### config.mk
export PLATFORM = sky130hd
export DESIGN_NAME = hazard_ctrl
export DESIGN_NICKNAME = d
export VERILOG_FILES = /design/src/rtl/hazard_ctrl_pkg.sv /design/src/rtl/hazard_ctrl_sat_counter.sv /design/src/rtl/hazard_ctrl.sv
export SDC_FILE = /design/constraint.sdc
export NUM_CORES = 1
export LEC_CHECK = 0
export CAP_MARGIN = 40
export CORE_MARGIN = 1.5
export CORE_UTILIZATION = 45
export CTS_CLUSTER_SIZE = 8
export DETAILED_ROUTE_END_ITERATION = 10
export GPL_TIMING_DRIVEN = 0
export PLACE_DENSITY = 0.75
export RECOVER_POWER = 25
export SLEW_MARGIN = 5
export SYNTH_ARGS = -nofsm -noshare
export SYNTH_HDL_FRONTEND = slang
export SYNTH_HIERARCHICAL = 1
export SYNTH_SLANG_ARGS = --single-unit
### constraint.sdc
create_clock -name i_clk -period 3.3 [get_ports i_clk]
set_clock_uncertainty 0.05 [all_clocks]
set_input_delay 0.825 -clock i_clk [delete_from_list [all_inputs] [get_ports i_clk]]
set_output_delay 0.825 -clock i_clk [all_outputs]
set_load 0.02 [all_outputs]
### src/rtl/hazard_ctrl_pkg.sv
// Shared types and constants for the pipeline hazard/sequencing controller.
// Holds the MEM-wait FSM encoding, the stage-control bundle and the x0 register constant.
package hazard_ctrl_pkg;

   localparam int unsigned REG_ADDR_W = 5;

   localparam logic [REG_ADDR_W-1:0] REG_X0 = 5'd0;

   typedef enum logic [1:0] {
      M_IDLE = 2'd0,
      M_WAIT = 2'd1,
      M_ERR  = 2'd2
   } mem_state_e;

   // Load enables and bubble-insert controls for the PC and the four stage registers
   typedef struct packed {
      logic pc_en;
      logic if_id_en;
      logic id_ex_en;
      logic ex_mem_en;
      logic mem_wb_en;
      logic if_id_flush;
      logic id_ex_flush;
      logic ex_mem_flush;
      logic mem_wb_flush;
   } pipe_ctrl_t;

   // True when a source operand that is actually read matches the producing rd
   function automatic logic src_hits(
      input logic                  uses,
      input logic [REG_ADDR_W-1:0] src,
      input logic [REG_ADDR_W-1:0] rd
   );
      return uses && (src == rd);
   endfunction

endpackage

### src/rtl/hazard_ctrl_sat_counter.sv
// Saturating up-counter with synchronous active-low clear.
// Holds at all-ones instead of wrapping.
module sat_counter #(
   parameter int unsigned W = 16
) (
   input  logic         i_clk,
   input  logic         i_rst_n,
   input  logic         i_inc,
   output logic [W-1:0] o_count
);

   logic [W-1:0] r_count;

   always_ff @(posedge i_clk) begin
      if (!i_rst_n) begin
         r_count <= '0;
      end else if (i_inc && (r_count != {W{1'b1}})) begin
         r_count <= r_count + W'(1);
      end
   end

   assign o_count = r_count;

endmodule

### src/rtl/hazard_ctrl.sv
// Pipeline sequencing control: load-use, redirect and data-memory wait handling.
// Enables/flushes are combinational; the MEM-wait FSM, watchdog and counters are registered.
module hazard_ctrl
   import hazard_ctrl_pkg::*;
#(
   parameter int unsigned TIMEOUT_CYCLES = 255,
   parameter int unsigned CNT_W          = 16
) (
   input  logic                  i_clk,
   input  logic                  i_rst_n,
   input  logic [REG_ADDR_W-1:0] i_id_rs1_addr,
   input  logic [REG_ADDR_W-1:0] i_id_rs2_addr,
   input  logic                  i_id_uses_rs1,
   input  logic                  i_id_uses_rs2,
   input  logic [REG_ADDR_W-1:0] i_ex_rd_addr,
   input  logic                  i_ex_mem_read,
   input  logic                  i_ex_redirect,
   input  logic                  i_dmem_req,
   input  logic                  i_dmem_ready,
   output logic                  o_pc_en,
   output logic                  o_if_id_en,
   output logic                  o_id_ex_en,
   output logic                  o_ex_mem_en,
   output logic                  o_mem_wb_en,
   output logic                  o_if_id_flush,
   output logic                  o_id_ex_flush,
   output logic                  o_ex_mem_flush,
   output logic                  o_mem_wb_flush,
   output logic                  o_mem_stall,
   output logic                  o_dmem_timeout,
   output logic [CNT_W-1:0]      o_stall_cycles,
   output logic [CNT_W-1:0]      o_redirect_count
);

   localparam int unsigned WAIT_W = $clog2(TIMEOUT_CYCLES + 1);

   mem_state_e        r_state;
   mem_state_e        w_state_nxt;
   logic [WAIT_W-1:0] r_wait_cnt;
   logic [WAIT_W-1:0] w_wait_cnt_nxt;
   logic              r_timeout;
   logic              w_timeout_nxt;

   logic              w_load_use;
   logic              w_mem_stall;
   logic              w_stall_inc;
   logic              w_redirect_inc;
   pipe_ctrl_t        w_ctrl;

   // A load targeting x0 never produces a value, so it can never create a hazard
   assign w_load_use = i_ex_mem_read
                    && (i_ex_rd_addr != REG_X0)
                    && (src_hits(i_id_uses_rs1, i_id_rs1_addr, i_ex_rd_addr)
                     || src_hits(i_id_uses_rs2, i_id_rs2_addr, i_ex_rd_addr));

   always_ff @(posedge i_clk) begin
      if (!i_rst_n) begin
         r_state    <= M_IDLE;
         r_wait_cnt <= '0;
         r_timeout  <= 1'b0;
      end else begin
         r_state    <= w_state_nxt;
         r_wait_cnt <= w_wait_cnt_nxt;
         r_timeout  <= w_timeout_nxt;
      end
   end

   // MEM-wait FSM with watchdog; M_ERR is terminal until reset
   always_comb begin
      w_state_nxt    = r_state;
      w_wait_cnt_nxt = r_wait_cnt;
      w_timeout_nxt  = r_timeout;
      w_mem_stall    = 1'b0;
      unique case (r_state)
         M_IDLE: begin
            w_mem_stall = i_dmem_req && !i_dmem_ready;
            if (w_mem_stall) begin
               w_state_nxt    = M_WAIT;
               w_wait_cnt_nxt = WAIT_W'(1);
            end
         end
         M_WAIT: begin
            w_mem_stall = !i_dmem_ready;
            if (i_dmem_ready) begin
               w_state_nxt    = M_IDLE;
               w_wait_cnt_nxt = '0;
            end else if (r_wait_cnt == WAIT_W'(TIMEOUT_CYCLES)) begin
               w_state_nxt   = M_ERR;
               w_timeout_nxt = 1'b1;
            end else begin
               w_wait_cnt_nxt = r_wait_cnt + WAIT_W'(1);
            end
         end
         M_ERR: begin
            w_mem_stall   = 1'b1;
            w_timeout_nxt = 1'b1;
         end
         default: begin
            w_mem_stall   = 1'b1;
            w_state_nxt   = M_ERR;
            w_timeout_nxt = 1'b1;
         end
      endcase
   end

   // Stage control, highest priority first: mem wait, redirect, load-use
   always_comb begin
      w_ctrl = '{pc_en: 1'b1, if_id_en: 1'b1, id_ex_en: 1'b1, ex_mem_en: 1'b1,
                 mem_wb_en: 1'b1, if_id_flush: 1'b0, id_ex_flush: 1'b0,
                 ex_mem_flush: 1'b0, mem_wb_flush: 1'b0};
      if (!i_rst_n) begin
         w_ctrl.pc_en        = 1'b0;
         w_ctrl.if_id_flush  = 1'b1;
         w_ctrl.id_ex_flush  = 1'b1;
         w_ctrl.ex_mem_flush = 1'b1;
         w_ctrl.mem_wb_flush = 1'b1;
      end else if (w_mem_stall) begin
         // EX is frozen, so redirect/load-use get re-evaluated after release
         w_ctrl.pc_en        = 1'b0;
         w_ctrl.if_id_en     = 1'b0;
         w_ctrl.id_ex_en     = 1'b0;
         w_ctrl.ex_mem_en    = 1'b0;
         w_ctrl.mem_wb_flush = 1'b1;
      end else if (i_ex_redirect) begin
         w_ctrl.if_id_flush = 1'b1;
         w_ctrl.id_ex_flush = 1'b1;
      end else if (w_load_use) begin
         w_ctrl.pc_en       = 1'b0;
         w_ctrl.if_id_en    = 1'b0;
         w_ctrl.id_ex_flush = 1'b1;
      end
   end

   assign o_pc_en        = w_ctrl.pc_en;
   assign o_if_id_en     = w_ctrl.if_id_en;
   assign o_id_ex_en     = w_ctrl.id_ex_en;
   assign o_ex_mem_en    = w_ctrl.ex_mem_en;
   assign o_mem_wb_en    = w_ctrl.mem_wb_en;
   assign o_if_id_flush  = w_ctrl.if_id_flush;
   assign o_id_ex_flush  = w_ctrl.id_ex_flush;
   assign o_ex_mem_flush = w_ctrl.ex_mem_flush;
   assign o_mem_wb_flush = w_ctrl.mem_wb_flush;
   assign o_mem_stall    = i_rst_n && w_mem_stall;
   assign o_dmem_timeout = r_timeout;

   assign w_stall_inc    = w_mem_stall || (w_load_use && !i_ex_redirect);
   assign w_redirect_inc = i_ex_redirect && !w_mem_stall;

   sat_counter #(.W(CNT_W)) u_stall_cnt (
      .i_clk   (i_clk),
      .i_rst_n (i_rst_n),
      .i_inc   (w_stall_inc),
      .o_count (o_stall_cycles)
   );

   sat_counter #(.W(CNT_W)) u_redirect_cnt (
      .i_clk   (i_clk),
      .i_rst_n (i_rst_n),
      .i_inc   (w_redirect_inc),
      .o_count (o_redirect_count)
   );

endmodule

Word level (Yosys, flattened, before mapping). Index checks and enable logic that the tools add are counted.

Magnitude comparators: 0. $mul: 0. Shifts and indexed selects: 0. Reductions and logical operators: 21. Bitwise logic cells: 2. Add/sub/neg operators: 3. Div/mod/pow operators: 0. Multiplexer cells: 26. Eq/ne operators: 12.

Operator list (number): $add A16 B1 Y16 const B (2); $ne A16 B16 Y1 const B (2); $mux W8 (3); $mux W2 (9); $pmux W8 S2 (1); $eq A5 B5 Y1 (2); $logic_and A1 B1 Y1 (10); $mux W1 (9); $reduce_and A3 Y1 (3); $add A8 B1 Y8 const B (1); $eq A8 B8 Y1 const B (1); $ne A2 B2 Y1 const B (3); $ne A3 B3 Y1 const B (2); $pmux W2 S3 (1); $reduce_bool A5 Y1 (1); $pmux W1 S2 (2); $logic_not A1 Y1 (3); $mux W3 (1); $eq A2 B1 Y1 const B (1); $eq A2 B2 Y1 const B (1); $logic_not A2 Y1 (1); $logic_or A1 B1 Y1 (2); $not A1 Y1 (2); $reduce_bool A2 Y1 (1).

ROM bits: 0. Input bits: 23. Latch bits: 0. RAM bits: 0. Output and inout bits: 43. Word-level logic and storage cells: 69. Flip-flop bits (word level): 43. Memories kept: 0.

Logic depth before layout (Yosys ltp). Gate-level depths: netlist (run 1).

Depth in word-level cells: 8. Gate-level depth with buffers: 8. Gate-level depth less buffers: 8.

By module. The synthesis (run 1) kept the hierarchy.

Modules (own cells, without submodules): sat_counter (cells an instance 97, sequential area each 320.3 um2, area an instance 837.1 um2, times used 2); hazard_ctrl (cells an instance 104, sequential area each 220.2 um2, area an instance 780.7 um2, times used 1).

Least setup slack after synthesis (run 1). Ideal clock, no wire load.

Path kind: input-to-output. Start point: in i_ex_rd_addr[1]. End point: out o_if_id_en. Cell stages on the path: 4. Arrival: 1.943 ns. Slack: 0.482 ns. Path buffers: 0. Data required time: 2.425 ns. Cells stage by stage: or4_4 o21ai_2 nor2_1 a31oi_1.

Word-level cells in the longest chain between the ends: 8. Elaborated cells between the ends (all ways): 12. Those cells by class: 2 x eq/ne; 4 x mux; 6 x reduce/logical.

RTL lines: start: declaration (RTL line hazard_ctrl.sv:15) `input logic [REG_ADDR_W-1:0] i_ex_rd_addr,`; $eq A5 B5 Y1 (RTL line hazard_ctrl_pkg.sv:34) `return uses && (src == rd);`; $logic_and A1 B1 Y1 (RTL line hazard_ctrl_pkg.sv:34); $logic_or A1 B1 Y1 (RTL line hazard_ctrl.sv:54) `|| src_hits(i_id_uses_rs2, i_id_rs2_addr, i_ex_rd_addr));`; $logic_and A1 B1 Y1 (*) (RTL line hazard_ctrl.sv:53) `&& (src_hits(i_id_uses_rs1, i_id_rs1_addr, i_ex_rd_addr)`; $mux W2 (*) (RTL line hazard_ctrl.sv:127) `end else if (w_load_use) begin`; $mux W2 (*) (RTL line hazard_ctrl.sv:124) `end else if (i_ex_redirect) begin`; $mux W2 (*) (RTL line hazard_ctrl.sv:117) `end else if (w_mem_stall) begin`; $mux W3 (*) (RTL line hazard_ctrl.sv:111) `if (!i_rst_n) begin`; end: declaration (RTL line hazard_ctrl.sv:21) `output logic o_if_id_en,`.

Mark *: on every way between the ends. The rest lies on a longest branch, timed or not.

Worst setup path in the final report (run 1).
Start point: in i_dmem_ready. End point: out o_id_ex_en.

Word-level cells in the longest chain between the ends: 5.

RTL lines: start: declaration (RTL line hazard_ctrl.sv:19) `input logic i_dmem_ready,`; $logic_not A1 Y1 (*) (RTL line hazard_ctrl.sv:76, hazard_ctrl.sv:83); $logic_and A1 B1 Y1 (RTL line hazard_ctrl.sv:76) `w_mem_stall = i_dmem_req && !i_dmem_ready;`; $pmux W1 S2 (*) (RTL line hazard_ctrl.sv:74) `unique case (r_state)`; $mux W2 (*) (RTL line hazard_ctrl.sv:117); $mux W3 (*) (RTL line hazard_ctrl.sv:111); end: declaration (RTL line hazard_ctrl.sv:22) `output logic o_id_ex_en,`.

Marks and branches as above.

==> flow_metrics.tcl, run 1 <==
set metrics [dict create \
    outcome "completed" \
    routabilityCongestion 0.866 \
    drv_slew 0 \
    antenna_found_initial 0 \
    cts.sinks 43 \
    path_class "in2out" \
    setup-violations-final 0 \
    fill_cells 463 \
    hold_buffers 0 \
    startpoint "i_dmem_ready" \
    cts_tree "done" \
    seqCellArea_um2 861 \
    area_growth_pct 33.3 \
    period_share_pct 97.2 \
    worstHoldPathCells 1 \
    initial_core_util_pct 47.5 \
    irDropWorstVdd_v 0.000201 \
    drtAntennaViolNets 0 \
    clk_latency_ns 0.30 \
    r2r_start "r_wait_cnt[0]$_SDFFE_PN0P_" \
    crit_fanout 6 \
    grt_pass1_vias 2180 \
    max_freq_mhz 312 \
    grt_max_degree 21 \
    use_met2_pct 33.4 \
    dieArea_mm2 0.00591 \
    r2r_end "r_wait_cnt[3]$_SDFFE_PN0P_" \
    max_slew.worst_pin.slew_ns 0.782 \
    cts_buffer_depth 2 \
    endpoint_kind "output pin" \
    nets 395 \
    grt_use_total_pct 20.9 \
    cap_violations 0 \
    grt-ovfl-total 0 \
    synth_edf_count 0 \
    drc 0 \
    hpwl_um 4400 \
    num_rows 26 \
    synthArstFlopShare_pct 0 \
    root_buffer "clkbuf_8" \
    finish.utilization_pct 63.3 \
    first_pass_iters 4 \
    worst_slack_ns 0.0926 \
    wire_per_inst_um 13.8 \
    rr_worst_depth 5 \
    critPathArrivalTime_ns 2.33 \
    reg2reg_setup_slack_ns 1.15 \
    dp_slack_ns -0.580 \
    die_x_um 76.9 \
    cts_max_level 2 \
    cp_slowest_cell "clkdlybuf4s50_1" \
    synth_ff_type "dfxtp_1" \
    finalHoldViolCount 0 \
    grt_setup_unrepaired "no" \
    die_h_um 76.9 \
    crit_family "buffers and inverters" \
    multi_input_area_mm2 0.00149 \
    hold_end "r_wait_cnt[5]$_SDFFE_PN0P_" \
    netlist_area_mm2 0.00245 \
    use_met1_pct 27.8 \
    final_cells 440 \
    portBuffers 64 \
    synth-seq-cells 43 \
    path_clk_slew_ns 0.08 \
    worst_path_largest_cell_delay_ns 0.56 \
    ios 66 \
    min_from "r_wait_cnt[5]$_SDFFE_PN0P_" \
    ys_top_cells_by_area "dfxtp_1, nand2_1, xnor2_1" \
    busiest_layer "met2" \
    synthCells 298 \
    yosysWarnings 6 \
    wl_um 6060 \
    ys_types 50 \
    required_ns 2.42 \
    cp_num_buf_inv 4 \
    period_needed_ns 3.21 \
    pwr_density_cell_mw_per_mm2 331 \
    relSlewSlack_pct 47.4 \
    dp.cells 432 \
    antenna_cells 0 \
    p_leak_nw 1.12 \
    coreArea_mm2 0.00517 \
    drt_iter0_markers 147 \
    syn_nets 324 \
    route.vias.total 2490 \
    seq_area_frac_synth_pct 35.1 \
    grt_use_met3_pct 4.40 \
    yosysTopAreaCell "dfxtp_1" \
    grt_pass1_wl_um 10100 \
    cp_cell_sequence "clkdlybuf4s50_1 > o21bai_1 > nor2b_4 > nor2_2 > inv_1 > buf_4 > dlygate4sd2_1" \
    worstSetupStartpointType "input port" \
    routed_via_density 5.66 \
    hold_class "reg2reg" \
    syn_area_per_cell_um2 8.24 \
    cts_buffers 5 \
    drive_above_1_share_pct 8.38 \
    synth_top_area_share_pct 35.1 \
]
-- cell usage in the layout, fill, tap and decap left out, types with 6 or more instances in the layout --
master           instances
dfxtp_1                 43
clkdlybuf4s50_1         41
nand2_1                 34
a21oi_1                 22
nor2_1                  19
nand3_1                 16
o21ai_0                 15
inv_1                   14
xnor2_1                 13
nor3_1                  10
dlygate4sd3_1           10
o31ai_1                 10
or4_1                   10
dlygate4sd2_1            9
nand4_1                  8
nor4_1                   7
nand2b_1                 6
clkbuf_8                 6
and4_1                   6
mux2i_1                  6
-- flip-flops by register name, indices dropped and copies added, names as in the netlist --
name	flops
o_dmem_timeout	1
r_state	2
r_wait_cnt	8
u_redirect_cnt/o_count	16
u_stall_cnt/o_count	16
-- area by class of cell --
class | count | area share, %
Buffer | 7 | 1.30
Clock buffer | 6 | 2.52
Clock inverter | 2 | 1.07
Inverter | 15 | 1.72
Multi-Input combinational cell | 233 | 45.6
Sequential cell | 43 | 26.3
Tap cell | 70 | 2.68
Timing Repair Buffer | 64 | 18.8
-- power breakdown --
part	internal, W	switching [W]	leakage (nW)	total (W)
clock network	0.000245	0.000188	0.0612	0.000433
registers	0.000524	0.00000625	0.347	0.000530
logic	0.0000564	0.0000625	0.716	0.000119
-- kinds of logic (layout without fill, tap and decap cells) --
| kind of cell | count (synthesis) | after routing | share of synthesized area, % |
|---|---|---|---|
| and+or+nand+nor | 138 | 138 | 33.2 |
| muxes | 6 | 6 | 2.45 |
| other | 1 | 1 | 0.153 |
| adders and majority gates | 3 | 3 | 1.53 |
| DFF | 43 | 43 | 35.1 |
| AOI/OAI and AO/OA | 70 | 70 | 18.2 |
| xor gates and xnor gates | 15 | 15 | 5.35 |
| buffers and inverters | 22 | 94 | 4.03 |
-- per-stage QoR --
step / hold slack (ns) / area [µm²] / total power, W / TNS, ns
after global placement: 0.417 / 3180 / 0.000666 / -3.40
after CTS: 0.448 / 3290 / 0.00109 / 0
final: 0.449 / 3270 / 0.00108 / 0
after floorplan: 0.399 / 2450 / 0.000604 / 0
after global routing: 0.474 / 3270 / 0.00113 / 0
after detailed placement: 0.434 / 3180 / 0.000668 / -3.66
-- how the worst max path moves through the flow --
stage,end,slack [ns],cells after the start
floorplan,o_if_id_en,0.48,4
global placement,o_id_ex_en,-0.56,6
detailed placement,o_id_ex_en,-0.58,6
CTS,o_id_ex_flush,0.007,6
global route,o_id_ex_en,0.002,7
finish,o_id_ex_en,0.09,7
-- per-layer routing --
metal  up-vias  share of wire (%)
met5         -                  0
met4         0                1.4
met3         9                4.1
met2        57                 46
met1      1166                 48
li1       1258                  -
-- worst register-to-register path: cells and delay by family, from the launching register on --
kind,cells,cell delay [ns]
AOI/OAI and AO/OA,2,0.54
DFF,1,0.39
and+or+nand+nor,2,0.89
adders and majority gates,1,0.20
-- cells in the mapped netlist (8+ instances only) --
library cell	number
inv_1	14
a21oi_1	22
o31ai_1	10
dfxtp_1	43
or4_1	10
nand3_1	16
nor3_1	10
nor2_1	20
o21ai_0	13
nand2_1	34
xnor2_1	13
nand4_1	8
-- what timing repair did --
action                     in CTS  in global routing
gates resized for setup        18                  9
setup endpoints to repair       9                  5
setup buffers                   0                  0
Power figures use the tool's default switching activity.
==> inputs of run 2 (changes only) <==
- ABC_AREA: unset -> 1
- PLACE_DENSITY: 0.75 -> 0.73
==> run 2 against run 1 <==
Register-to-register slack gained 0.25 ns. Worst hold slack got worse by 0.028 ns. Combinational power grew 41%. Die area increased by 19%. Critical endpoint is now o_if_id_en. Utilization shrank 4.4 points. Setup slack improved by 0.11 ns. Routed wire length is 7.3% higher. Via count rose by 19%. Cell area increased by 14%. Cell count up 40%. First-iteration DRC count shrank 8.8%.
==> flow_metrics.tcl, run 2 <==
set metrics [dict create \
    coreArea_mm2 0.00635 \
    synthArstFlopShare_pct 0 \
    syn_nets 495 \
    drtAntennaViolNets 0 \
    outcome "completed" \
    p_leak_nw 1.73 \
    hold_buffers 0 \
    dieArea_mm2 0.00704 \
    yosysWarnings 6 \
    grt_pass1_vias 2671 \
    max_freq_mhz 323 \
    die_x_um 83.9 \
    synthTopCellsByCount "nand2_1, nor2_1, inv_1" \
    holdWs_ns 0.421 \
    drc 0 \
    hold_class "reg2reg" \
    synthCells 469 \
    multi_input_area_mm2 0.00176 \
    seqCellArea_um2 861 \
    irDropWorstVdd_v 0.000168 \
    fin_area_mm2 0.00374 \
    layout_commonest_cell "nand2_1" \
    fill_cells 603 \
    setup-tns-final_ns 0 \
    drive_above_1_share_pct 13.7 \
    cts_max_level 2 \
    startpoint "i_ex_rd_addr[4]" \
    netlist_area_mm2 0.00294 \
    yosysMostFrequentCell "nand2_1" \
    ios 66 \
    min_from "o_dmem_timeout$_SDFFE_PN0P_" \
    grt_use_total_pct 19.1 \
    ys_top_cells_by_area "dfxtp_1, nand2_1, nor2_1" \
    area_growth_pct 27.0 \
    worst_slack_ns 0.206 \
    period_needed_ns 3.09 \
    crit_fanout 4 \
    path_class "in2out" \
    finish.utilization_pct 58.9 \
    clk_latency_ns 0.29 \
    synth_ff_type "dfxtp_1" \
    drt_iter0_markers 134 \
    grt_pass1_wl_um 11300 \
    first_pass_iters 4 \
    pwr_density_cell_mw_per_mm2 279 \
    seq_area_frac_synth_pct 29.2 \
    initial_core_util_pct 46.4 \
    setup-violations-final 0 \
    dp_slack_ns -0.362 \
    worstSetupStartpointType "input port" \
    critPathArrivalTime_ns 2.22 \
    antenna_cells 0 \
    grt_setup_unrepaired "no" \
    wl_um 6510 \
    synth-seq-cells 43 \
    drv_slew 0 \
    cts_buffer_depth 2 \
    r2r_start "r_state[0]$_SDFFE_PN0P_" \
    portBuffers 63 \
    cts.sinks 43 \
    required_ns 2.42 \
    root_buffer "clkbuf_8" \
    wire_per_inst_um 10.5 \
    antenna_found_initial 0 \
    ys_types 30 \
    routed_via_density 4.82 \
    nets 566 \
    path_clk_slew_ns 0.08 \
    final_cell_mix "nand2_1, nor2_1, inv_1" \
    post_dp_cell_area_mm2 0.00367 \
    cap_violations 0 \
    endpoint_kind "output pin" \
    period_share_pct 93.8 \
    route.vias.total 2973 \
    num_rows 29 \
    synth_top_area_share_pct 29.2 \
    grt-ovfl-total 0 \
    hpwl_um 5220 \
    yosysTopAreaCell "dfxtp_1" \
    synth_edf_count 0 \
    cts_buffers 5 \
    die_h_um 83.9 \
    finalHoldViolCount 0 \
    routabilityCongestion 0.874 \
    syn_area_per_cell_um2 6.28 \
    grt_max_degree 13 \
    cts_tree "done" \
]
## run 2: cell type report
cell class                 count  area share (%)
buffer                         9            2.74
multi-input combinational    363            47.0
timing repair buffer          64            16.9
clock inverter                 1           0.134
tap                           77            2.58
sequential                    43            23.0
inverter                      54            5.42
clock buffer                   6            2.21
## run 2: per-layer routing
layer | global-route usage [%] | up-vias | wire length (µm) | share of wire [%]
li1 | - | 1588 | - | -
met3 | 4.06 | 4 | 318 | 4.9
met4 | 5.51 | 0 | 51 | 0.78
met1 | 23.6 | 1310 | 3050 | 47
met5 | 0 | - | 0 | 0
met2 | 33.3 | 71 | 3090 | 47
## run 2: final timing paths
check | endpoint | slack (ns) | cells past startpoint
max reg2reg | u_redirect_cnt/o_count[13]$_SDFFE_PN0P_ | 1.40 | 12
max | o_if_id_en | 0.21 | 11
min | o_dmem_timeout$_SDFFE_PN0P_ | 0.42 | 2
min reg2reg | o_dmem_timeout$_SDFFE_PN0P_ | 0.42 | 2
## run 2: critical path: stages
cell and delay, ns:
clkdlybuf4s50_1 0.52, inv_1 0.07, nand2_1 0.05, nand2_1 0.06, nor2_1 0.10, nand3_1 0.08
nand2_1 0.11, nand2_1 0.06, nand2_1 0.05, nand2_1 0.04, clkdlybuf4s15_2 0.26
## run 2: power by group
part	internal (W)	switching, W
combinational	0.0000775	0.0000909
clock	0.000164	0.000176
sequential	0.000526	0.00000767
## run 2: through the flow
step | instances | total power (W)
after floorplan | 469 | 0.000649
after global placement | 609 | 0.000717
after detailed placement | 609 | 0.000721
after CTS | 617 | 0.00106
after global routing | 617 | 0.00109
final | 617 | 0.00104
## run 2: logic make-up after synthesis
| kind of cell | after synthesis | share of synthesized area [%] |
|---|---|---|
| DFF | 43 | 29.2 |
| adders and majority gates | 3 | 1.28 |
| and+or+nand+nor | 331 | 54.1 |
| AOI/OAI and AO/OA | 28 | 4.89 |
| other | 1 | 0.127 |
| buffers and inverters | 63 | 10.4 |
## run 2: repair_timing
action | CTS | global route
resized for setup | 14 | 3
hold endpoints to repair | 0 | 0
setup buffers | 1 | 0
endpoints found under the setup margin | 8 | 6
pin swaps | 1 | 1
